==> config.mk <==
export PLATFORM = sky130hd
export DESIGN_NAME = bf16_norm_arb
export DESIGN_NICKNAME = d
export VERILOG_FILES = /design/src/rtl/bf16_norm_arb.sv
export SDC_FILE = /design/constraint.sdc
export NUM_CORES = 1
export LEC_CHECK = 0
export CAP_MARGIN = 0
export CORE_UTILIZATION = 46
export CTS_BUF_LIST = sky130_fd_sc_hd__clkbuf_8
export DETAILED_ROUTE_END_ITERATION = 16
export PLACE_DENSITY = 0.89
export SYNTH_ARGS = -nofsm -noshare
export SYNTH_HDL_FRONTEND = slang
export SYNTH_SLANG_ARGS = --single-unit
==> constraint.sdc <==
create_clock -name clk -period 4.3 [get_ports clk]
set_input_delay 0.86 -clock clk [delete_from_list [all_inputs] [get_ports clk]]
set_output_delay 0.86 -clock clk [all_outputs]
set_load 0.05 [all_outputs]
==> src/rtl/bf16_norm_arb.sv <==
// Shared BFloat16 normalisation engine. Two requesters (adder path id 0,
// multiplier path id 1) are round-robin arbitrated into a two-stage
// valid/ready pipeline. S1 captures the request; S2 holds the normalised
// mantissa, adjusted exponent, applied shift and zero/underflow flags.
module bf16_norm_arb #(
  parameter int M_W = 16,
  parameter int E_W = 8,
  parameter int C_W = $clog2(M_W + 1)
) (
  input  logic           clk,
  input  logic           nreset,
  input  logic           req0_valid_i,
  output logic           req0_ready_o,
  input  logic [M_W-1:0] req0_man_i,
  input  logic [E_W-1:0] req0_exp_i,
  input  logic           req1_valid_i,
  output logic           req1_ready_o,
  input  logic [M_W-1:0] req1_man_i,
  input  logic [E_W-1:0] req1_exp_i,
  output logic           res_valid_o,
  input  logic           res_ready_i,
  output logic           res_id_o,
  output logic [M_W-1:0] res_man_o,
  output logic [E_W-1:0] res_exp_o,
  output logic [C_W-1:0] res_cnt_o,
  output logic           res_zero_o,
  output logic           res_uf_o
);

  localparam int LVL = $clog2(M_W);
  // Common width for the exponent/count comparison and subtraction.
  localparam int X_W = (E_W > C_W) ? E_W : C_W;

  // S1 capture register and round-robin pointer.
  logic           s1_valid;
  logic           s1_id;
  logic [M_W-1:0] s1_man;
  logic [E_W-1:0] s1_exp;
  logic           ptr;

  // S2 result register.
  logic           s2_valid;
  logic           s2_id;
  logic [M_W-1:0] s2_man;
  logic [E_W-1:0] s2_exp;
  logic [C_W-1:0] s2_cnt;
  logic           s2_zero;
  logic           s2_uf;

  // Handshake and arbitration signals.
  logic           grant0;
  logic           grant1;
  logic           s2_load;
  logic           s1_load_en;
  logic           accept;
  logic           acc_id;

  // Normalisation datapath.
  logic [M_W-1:0] lz_win;
  logic [C_W-1:0] lzc;
  logic [X_W-1:0] exp_x;
  logic [X_W-1:0] cnt_x;
  logic [M_W-1:0] n_man;
  logic [E_W-1:0] n_exp;
  logic [C_W-1:0] n_cnt;
  logic           n_zero;
  logic           n_uf;

  assign s2_load    = s1_valid & (~s2_valid | res_ready_i);
  assign s1_load_en = ~s1_valid | s2_load;

  // Round-robin grant: a lone requester wins, on contention the pointer decides.
  always_comb begin
    grant0 = req0_valid_i & (~req1_valid_i | ~ptr);
    grant1 = req1_valid_i & (~req0_valid_i | ptr);
  end

  // Ready is forced low while reset is asserted so nothing looks accepted.
  assign req0_ready_o = grant0 & s1_load_en & nreset;
  assign req1_ready_o = grant1 & s1_load_en & nreset;
  assign accept       = req0_ready_o | req1_ready_o;
  assign acc_id       = req1_ready_o;

  // S1 capture and pointer update on acceptance.
  always_ff @(posedge clk or negedge nreset) begin
    // NOTE: sequential state uses non-blocking assignments so every register
    // samples pre-edge values regardless of statement order.
    if (!nreset) begin
      s1_valid <= 1'b0;
      s1_id    <= 1'b0;
      s1_man   <= '0;
      s1_exp   <= '0;
      ptr      <= 1'b0;
    end else if (s1_load_en) begin
      s1_valid <= accept;
      if (accept) begin
        s1_id  <= acc_id;
        s1_man <= acc_id ? req1_man_i : req0_man_i;
        s1_exp <= acc_id ? req1_exp_i : req0_exp_i;
        ptr    <= ~acc_id;
      end
    end
  end

  // Logarithmic leading-zero count: each level tests the upper half of the
  // remaining window and shifts it out when it is all zero.
  always_comb begin
    // NOTE: every combinational output gets a default first so no path
    // leaves it unassigned (which would infer a latch).
    lz_win = s1_man;
    lzc    = '0;
    for (int k = LVL - 1; k >= 0; k--) begin
      if ((lz_win >> (M_W - (1 << k))) == '0) begin
        lzc[k] = 1'b1;
        lz_win = lz_win << (1 << k);
      end
    end
    if (s1_man == '0) lzc = C_W'(M_W);
  end

  // Normalise, clamping the shift to the exponent when it would underflow.
  always_comb begin
    exp_x  = X_W'(s1_exp);
    cnt_x  = X_W'(lzc);
    n_man  = '0;
    n_exp  = '0;
    n_cnt  = C_W'(M_W);
    n_zero = 1'b0;
    n_uf   = 1'b0;
    if (s1_man == '0) begin
      n_zero = 1'b1;
    end else if (exp_x > cnt_x) begin
      n_man = s1_man << lzc;
      n_exp = E_W'(exp_x - cnt_x);
      n_cnt = lzc;
    end else begin
      // exp <= lzc < M_W here, so the exponent fits the count field.
      n_man = s1_man << s1_exp;
      n_cnt = C_W'(exp_x);
      n_uf  = 1'b1;
    end
  end

  // S2 result register; payload holds while the consumer stalls.
  always_ff @(posedge clk or negedge nreset) begin
    // NOTE: payload registers are reset too, because the outputs must read
    // zero during reset rather than stale data.
    if (!nreset) begin
      s2_valid <= 1'b0;
      s2_id    <= 1'b0;
      s2_man   <= '0;
      s2_exp   <= '0;
      s2_cnt   <= '0;
      s2_zero  <= 1'b0;
      s2_uf    <= 1'b0;
    end else if (s2_load) begin
      s2_valid <= 1'b1;
      s2_id    <= s1_id;
      s2_man   <= n_man;
      s2_exp   <= n_exp;
      s2_cnt   <= n_cnt;
      s2_zero  <= n_zero;
      s2_uf    <= n_uf;
    end else if (res_ready_i) begin
      s2_valid <= 1'b0;
    end
  end

  assign res_valid_o = s2_valid;
  assign res_id_o    = s2_id;
  assign res_man_o   = s2_man;
  assign res_exp_o   = s2_exp;
  assign res_cnt_o   = s2_cnt;
  assign res_zero_o  = s2_zero;
  assign res_uf_o    = s2_uf;

endmodule

# Yosys cells after proc, flatten, opt, wreduce, memory -nomap -nowiden
# Index checks and enable logic that the tools add are counted.
# word_totals
reg_bits	60
latch_bits	0
ramBits	0
romBits	0
out_inout_bits	35
word_cells	62
n_memories	0
# classes
addsub	1
multipliers	0
div	0
order_cmp	1
eq_ne	0
shift	2
muxes	21
bitwise	18
n_reduce_logical	7
# ops
op	n
two-way mux 16 bit	6
zero test 16 bit	5
two-way mux 8 bit	3
left shift 16 x 5 -> 16 bit	1
left shift 16 x 8 -> 16 bit	1
two-way mux 5 bit	3
two-way mux 1 bit	9
> comparator 8 x 5 -> 1 bit	1
subtractor 8 x 5 -> 8 bit	1
bitwise AND 1 bit	7
NOT 1 bit	6
OR 1 bit	5
AND reduction 2 bit	1
nonzero test 2 bit	1

# Longest topological paths before layout
# depth
word_depth	12
ltp_mapped	18

# Least setup slack after synthesis
# No wires, ideal clock.
# synth_path
path_kind	register to register
start	register s1_man[15]
end	register s2_man[11] (netlist: res_man_o[11])
setup_ps	67
t_arrival_ps	4216
t_required_ps	4233
slack_ps	17
stages_incl_launch_ff	18
n_path_buf	3
period_less_slack_ps	4283
path_cell_list	dfrtp_1 buf_2 or4b_2 a41oi_1 o2bb2ai_1 nor4_4 ha_1 inv_1 fa_1 a21o_1 a211oi_1 o21ai_0 clkbuf_1 mux2_2 nor2_1 clkbuf_1 a22oi_1 nand2_1
# synth_via
elab_chain_len	12
word_cells_on_any_way	18
# synth_rtl
element	line_no	rtl
start, declared	37	logic [M_W-1:0] s1_man;
start signal, assigned	98	s1_man <= acc_id ? req1_man_i : req0_man_i;
zero test 16 bit	113	if ((lz_win >> (M_W - (1 << k))) == '0) begin
two-way mux 16 bit	113	
zero test 16 bit	113	
two-way mux 16 bit	113	
zero test 16 bit	113	
two-way mux 16 bit	113	
zero test 16 bit	113	
two-way mux 1 bit	113	
two-way mux 5 bit	118	if (s1_man == '0) lzc = C_W'(M_W);
> comparator 8 x 5 -> 1 bit or left shift 16 x 5 -> 16 bit (tied branches)	132, 133	
two-way mux 16 bit	132	end else if (exp_x > cnt_x) begin
two-way mux 16 bit (*)	130	if (s1_man == '0) begin
end signal, assigned	159	s2_man <= n_man;
end, declared	44	logic [M_W-1:0] s2_man;
# Every way passes the cells marked *; elsewhere a longest branch is shown, timed or not.
# A chain may end at the register's enable or synchronous reset.

# Final worst setup path
# layout_path
start	register s1_man[8]
end	register s2_man[13] (netlist: res_man_o[13])
# Same word-level chain as after synthesis.

==> flow_metrics.env <==
export IMPL_status="finished clean"
export IMPL_ioPinCount=88
export IMPL_grt_pass1_wl_mm=15.0
export IMPL_grt_max_degree=63
export IMPL_syn_area_um2=3430
export IMPL_startpoint_type="flip-flop"
export IMPL_drt_total_wl_mm=9.53
export IMPL_synthAdderAreaFrac_pct=2.41
export IMPL_synth_area_mux_share_pct=9.84
export IMPL_die_area_um2=7810
export IMPL_drt_pass1_iterations=7
export IMPL_antenna_found_initial=0
export IMPL_vias=3407
export IMPL_start_util_pct=47.6
export IMPL_yosys_top_cells_area="dfrtp_1 (44%), nand2_1 (9.5%), mux2i_1 (8.7%)"
export IMPL_synth_seq_cells=60
export IMPL_r2r_start="s1_man[8]"
export IMPL_dp_final_hpwl_mm=6.87
export IMPL_finalSetupViolCount=0
export IMPL_hold_path_cell_count=2
export IMPL_required_ps=4520
export IMPL_worstMarginPinSlew_ps=765
export IMPL_layout_min_cycle_time_ps=4260
export IMPL_clk_path_buf_depth=2
export IMPL_regArea_um2=1500
export IMPL_combPwrFrac_pct=58.1
export IMPL_htree_levels=3
export IMPL_gp_congestion=0.937
export IMPL_fin_worst_skew_ps=7.66
export IMPL_crit_slowest_cell="or4b_4"
export IMPL_drive_above_1_share_pct=18.2
export IMPL_power_leakage_uw=0.00226
export IMPL_synth_largest_area_cell="dfrtp_1"
export IMPL_path_delay_family="compound AO/OA/AOI/OAI gates"
export IMPL_place_area_um2=4580
export IMPL_crit_buf_inv=1
export IMPL_fin_crit_sh_pct=99.0
export IMPL_p_clk_share_pct=15.3
export IMPL_holdPathEnd="res_cnt_o[4]"
export IMPL_postSynth_asyncResetShare_pct=100
export IMPL_cpPeakStageDelay_ps=560
export IMPL_r2r_cells=15
export IMPL_synth_seq_area_share_pct=43.7
export IMPL_dr_first_iter_drc_count=325
export IMPL_insertion_delay_ps=340
export IMPL_cts_tree="yes"
export IMPL_grt_pass1_vias=3193
export IMPL_synth_nets=434
export IMPL_nFillCells=569
export IMPL_rows=31
export IMPL_timing_rr_end="res_man_o[13]"
export IMPL_ant_nets=0
export IMPL_core_area_um2=7210
export IMPL_setup_tns_ps=0
export IMPL_irDropWorstVdd_uv=216
export IMPL_setup_worst_path_class="flip-flop to flip-flop"
export IMPL_die_y_um=88.4
export IMPL_vias_per_cell=5.70
export IMPL_relSlewSlack_pct=49.0
export IMPL_io_buffers=87
export IMPL_hold_violations=0
export IMPL_cap_violations=0
export IMPL_grt_ovfl_total=0
export IMPL_nets=553
export IMPL_rsz0062_at_grt="yes"
export IMPL_dp_cells=573
export IMPL_seqPwrFrac_pct=26.6
export IMPL_intPower_uw=1850
export IMPL_antennaDiodeCount=0
export IMPL_yosys_top_cells_count="nand2_1 (87), dfrtp_1 (60), mux2i_1 (30)"
export IMPL_power_density_nw_per_um2=672
export IMPL_worst_setup_path_end_kind="flip-flop"
export IMPL_finalMaxSlewViolations=0
export IMPL_ys_warn_count=0
export IMPL_cp_common_cell="mux2i_1"
export IMPL_syn_avg_cell_area_um2=9.15
export IMPL_hold_path_class="flip-flop to flip-flop"
export IMPL_yosys_area_top_type_share_pct=43.7
export IMPL_area_growth_pct=45.2
export IMPL_rrSetupSlack_ps=40
export IMPL_hp_start="res_cnt_o[4]"
export IMPL_synth_edf_count=0
export IMPL_synth_compound_area_share_pct=18.6
export IMPL_yosys_area_share_simple_pct=19.6
export IMPL_drc=0
export IMPL_wl_per_cell_um=15.9
export IMPL_p_sw_uw=1500
export IMPL_synth_most_common_cell="nand2_1"
export IMPL_synth_xor_area_share_pct=1.53
export IMPL_cts_sinks=60
export IMPL_grt_use_total_pct=25.1
export IMPL_multiInputGateArea_um2=1920
export IMPL_die_width_um=88.4
export IMPL_synth_cell_types=52
export IMPL_path_cells="or4b_4, a41oi_2, o2bb2ai_2, nor4_4, ha_2, inv_2, fa_2, a21o_1, a211oi_4, o21ai_4, mux2_4, mux2i_1, mux2i_1, a222oi_1, nand2_1"
export IMPL_synthFlopType="dfrtp_1"
export IMPL_cp_max_fo=8
export IMPL_arrival_ps=4470
export IMPL_sw_frac_of_total_pct=44.9
export IMPL_cts_made_buffers=9
export IMPL_cts_hold_buf=0
export IMPL_synth_top_family_by_area="simple AND/OR/NAND/NOR gates"
export IMPL_final_area_um2=4980
export IMPL_instances_no_fill=598
export IMPL_root_buffer="clkbuf_8"
export IMPL_fmaxAchievable_mhz=235
export IMPL_clkTransAtPathRegs_ps=60
export IMPL_synth_cells=375
## logic make-up after synthesis
| family | count (synthesis) |
|---|---|
| simple gates | 147 |
| compound gates | 90 |
| flops | 60 |
| xor+xnor | 6 |
| buf+inv | 33 |
| mux | 33 |
| fa+ha+maj | 6 |
## flip-flops by register name, summed over array words and instances, names as in the netlist, 5 cells and up
signal	count
res_exp_o	8
res_cnt_o	5
res_man_o	16
s1_man	16
exp_x	8
## worst register-to-register path, cell delays in order (launching register included)
cell and delay (ps):
dfrtp_1 400, or4b_4 560, a41oi_2 230, o2bb2ai_2 110, nor4_4 320, ha_2 230
inv_2 40, fa_2 340, a21o_1 210, a211oi_4 270, o21ai_4 120, mux2_4 420
mux2i_1 290, mux2i_1 180, a222oi_1 320, nand2_1 100
## cell usage in the layout, fill, tap and decap left out, types with 3 or more instances in the layout
master,n
ha_1,4
xnor2_1,4
nor2b_1,4
a22oi_1,16
a21o_1,3
clkdlybuf4s50_1,84
dfrtp_1,59
or4_1,4
o21ai_0,19
inv_1,10
nor3_1,3
clkinv_2,4
a22o_1,7
a21oi_1,4
nor4_1,3
mux2i_4,3
a31oi_1,16
clkbuf_8,11
mux2i_1,20
a222oi_1,10
nand3_1,3
buf_4,39
nand2_1,87
nor2_1,27
mux2i_2,7
## stage by stage
step | utilization (%) | hold slack, ps | total power (µW) | worst slack, ps
2_1_floorplan | - | 443 | 2060 | 17.1
3_3_place_gp | 63.5 | 460 | 2610 | 14.4
3_5_place_dp | 63.5 | 471 | 2650 | -225
4_1_cts | 66.9 | 485 | 3200 | 63.3
5_1_grt | 69.1 | 493 | 3520 | -159
6_report | 69.1 | 478 | 3350 | 41.7
## power groups by stage
stage          sequential (µW)  clock [µW]  combinational (µW)
2_1_floorplan             1320           0                 734
3_3_place_gp               890           0                1720
3_5_place_dp               899           0                1750
4_1_cts                    888         519                1790
5_1_grt                    910         545                2060
6_report                   890         513                1940
## how the worst max path moves through the flow
stage                    endpoint  cells after the start        from
floorplan           res_man_o[11]                     17  s1_man[15]
global placement     res_man_o[5]                     15   s1_man[8]
detailed placement   res_man_o[7]                     15   s1_man[8]
CTS                 res_man_o[10]                     16   s1_man[8]
global route        res_man_o[12]                     15   s1_man[8]
finish              res_man_o[13]                     15   s1_man[8]
## repair_timing
item / in CTS / in global routing
endpoints found under the setup margin: 12 / 12
setup buffers: 3 / 5
gates resized for setup: 3 / 26
gates cloned: 1 / 0
pin swaps: 2 / 12
## per-layer routing
layer / vias up / global-route usage, % / wire length, µm
li1: 1593 / - / -
met1: 1616 / 32.9 / 4060
met2: 170 / 40.1 / 4550
met3: 28 / 5.88 / 681
met4: 0 / 10.1 / 245
met5: - / 0 / 0
## area by class of cell
| class | instances | area share (%) |
|---|---|---|
| Clock inverter | 5 | 1.00 |
| Sequential cell | 60 | 30.2 |
| Multi-Input combinational cell | 283 | 38.4 |
| Inverter | 13 | 0.979 |
| Clock buffer | 11 | 3.04 |
| Timing Repair Buffer | 127 | 23.9 |
| Tap cell | 99 | 2.49 |
No activity file was read; power rests on OpenSTA's default activity.
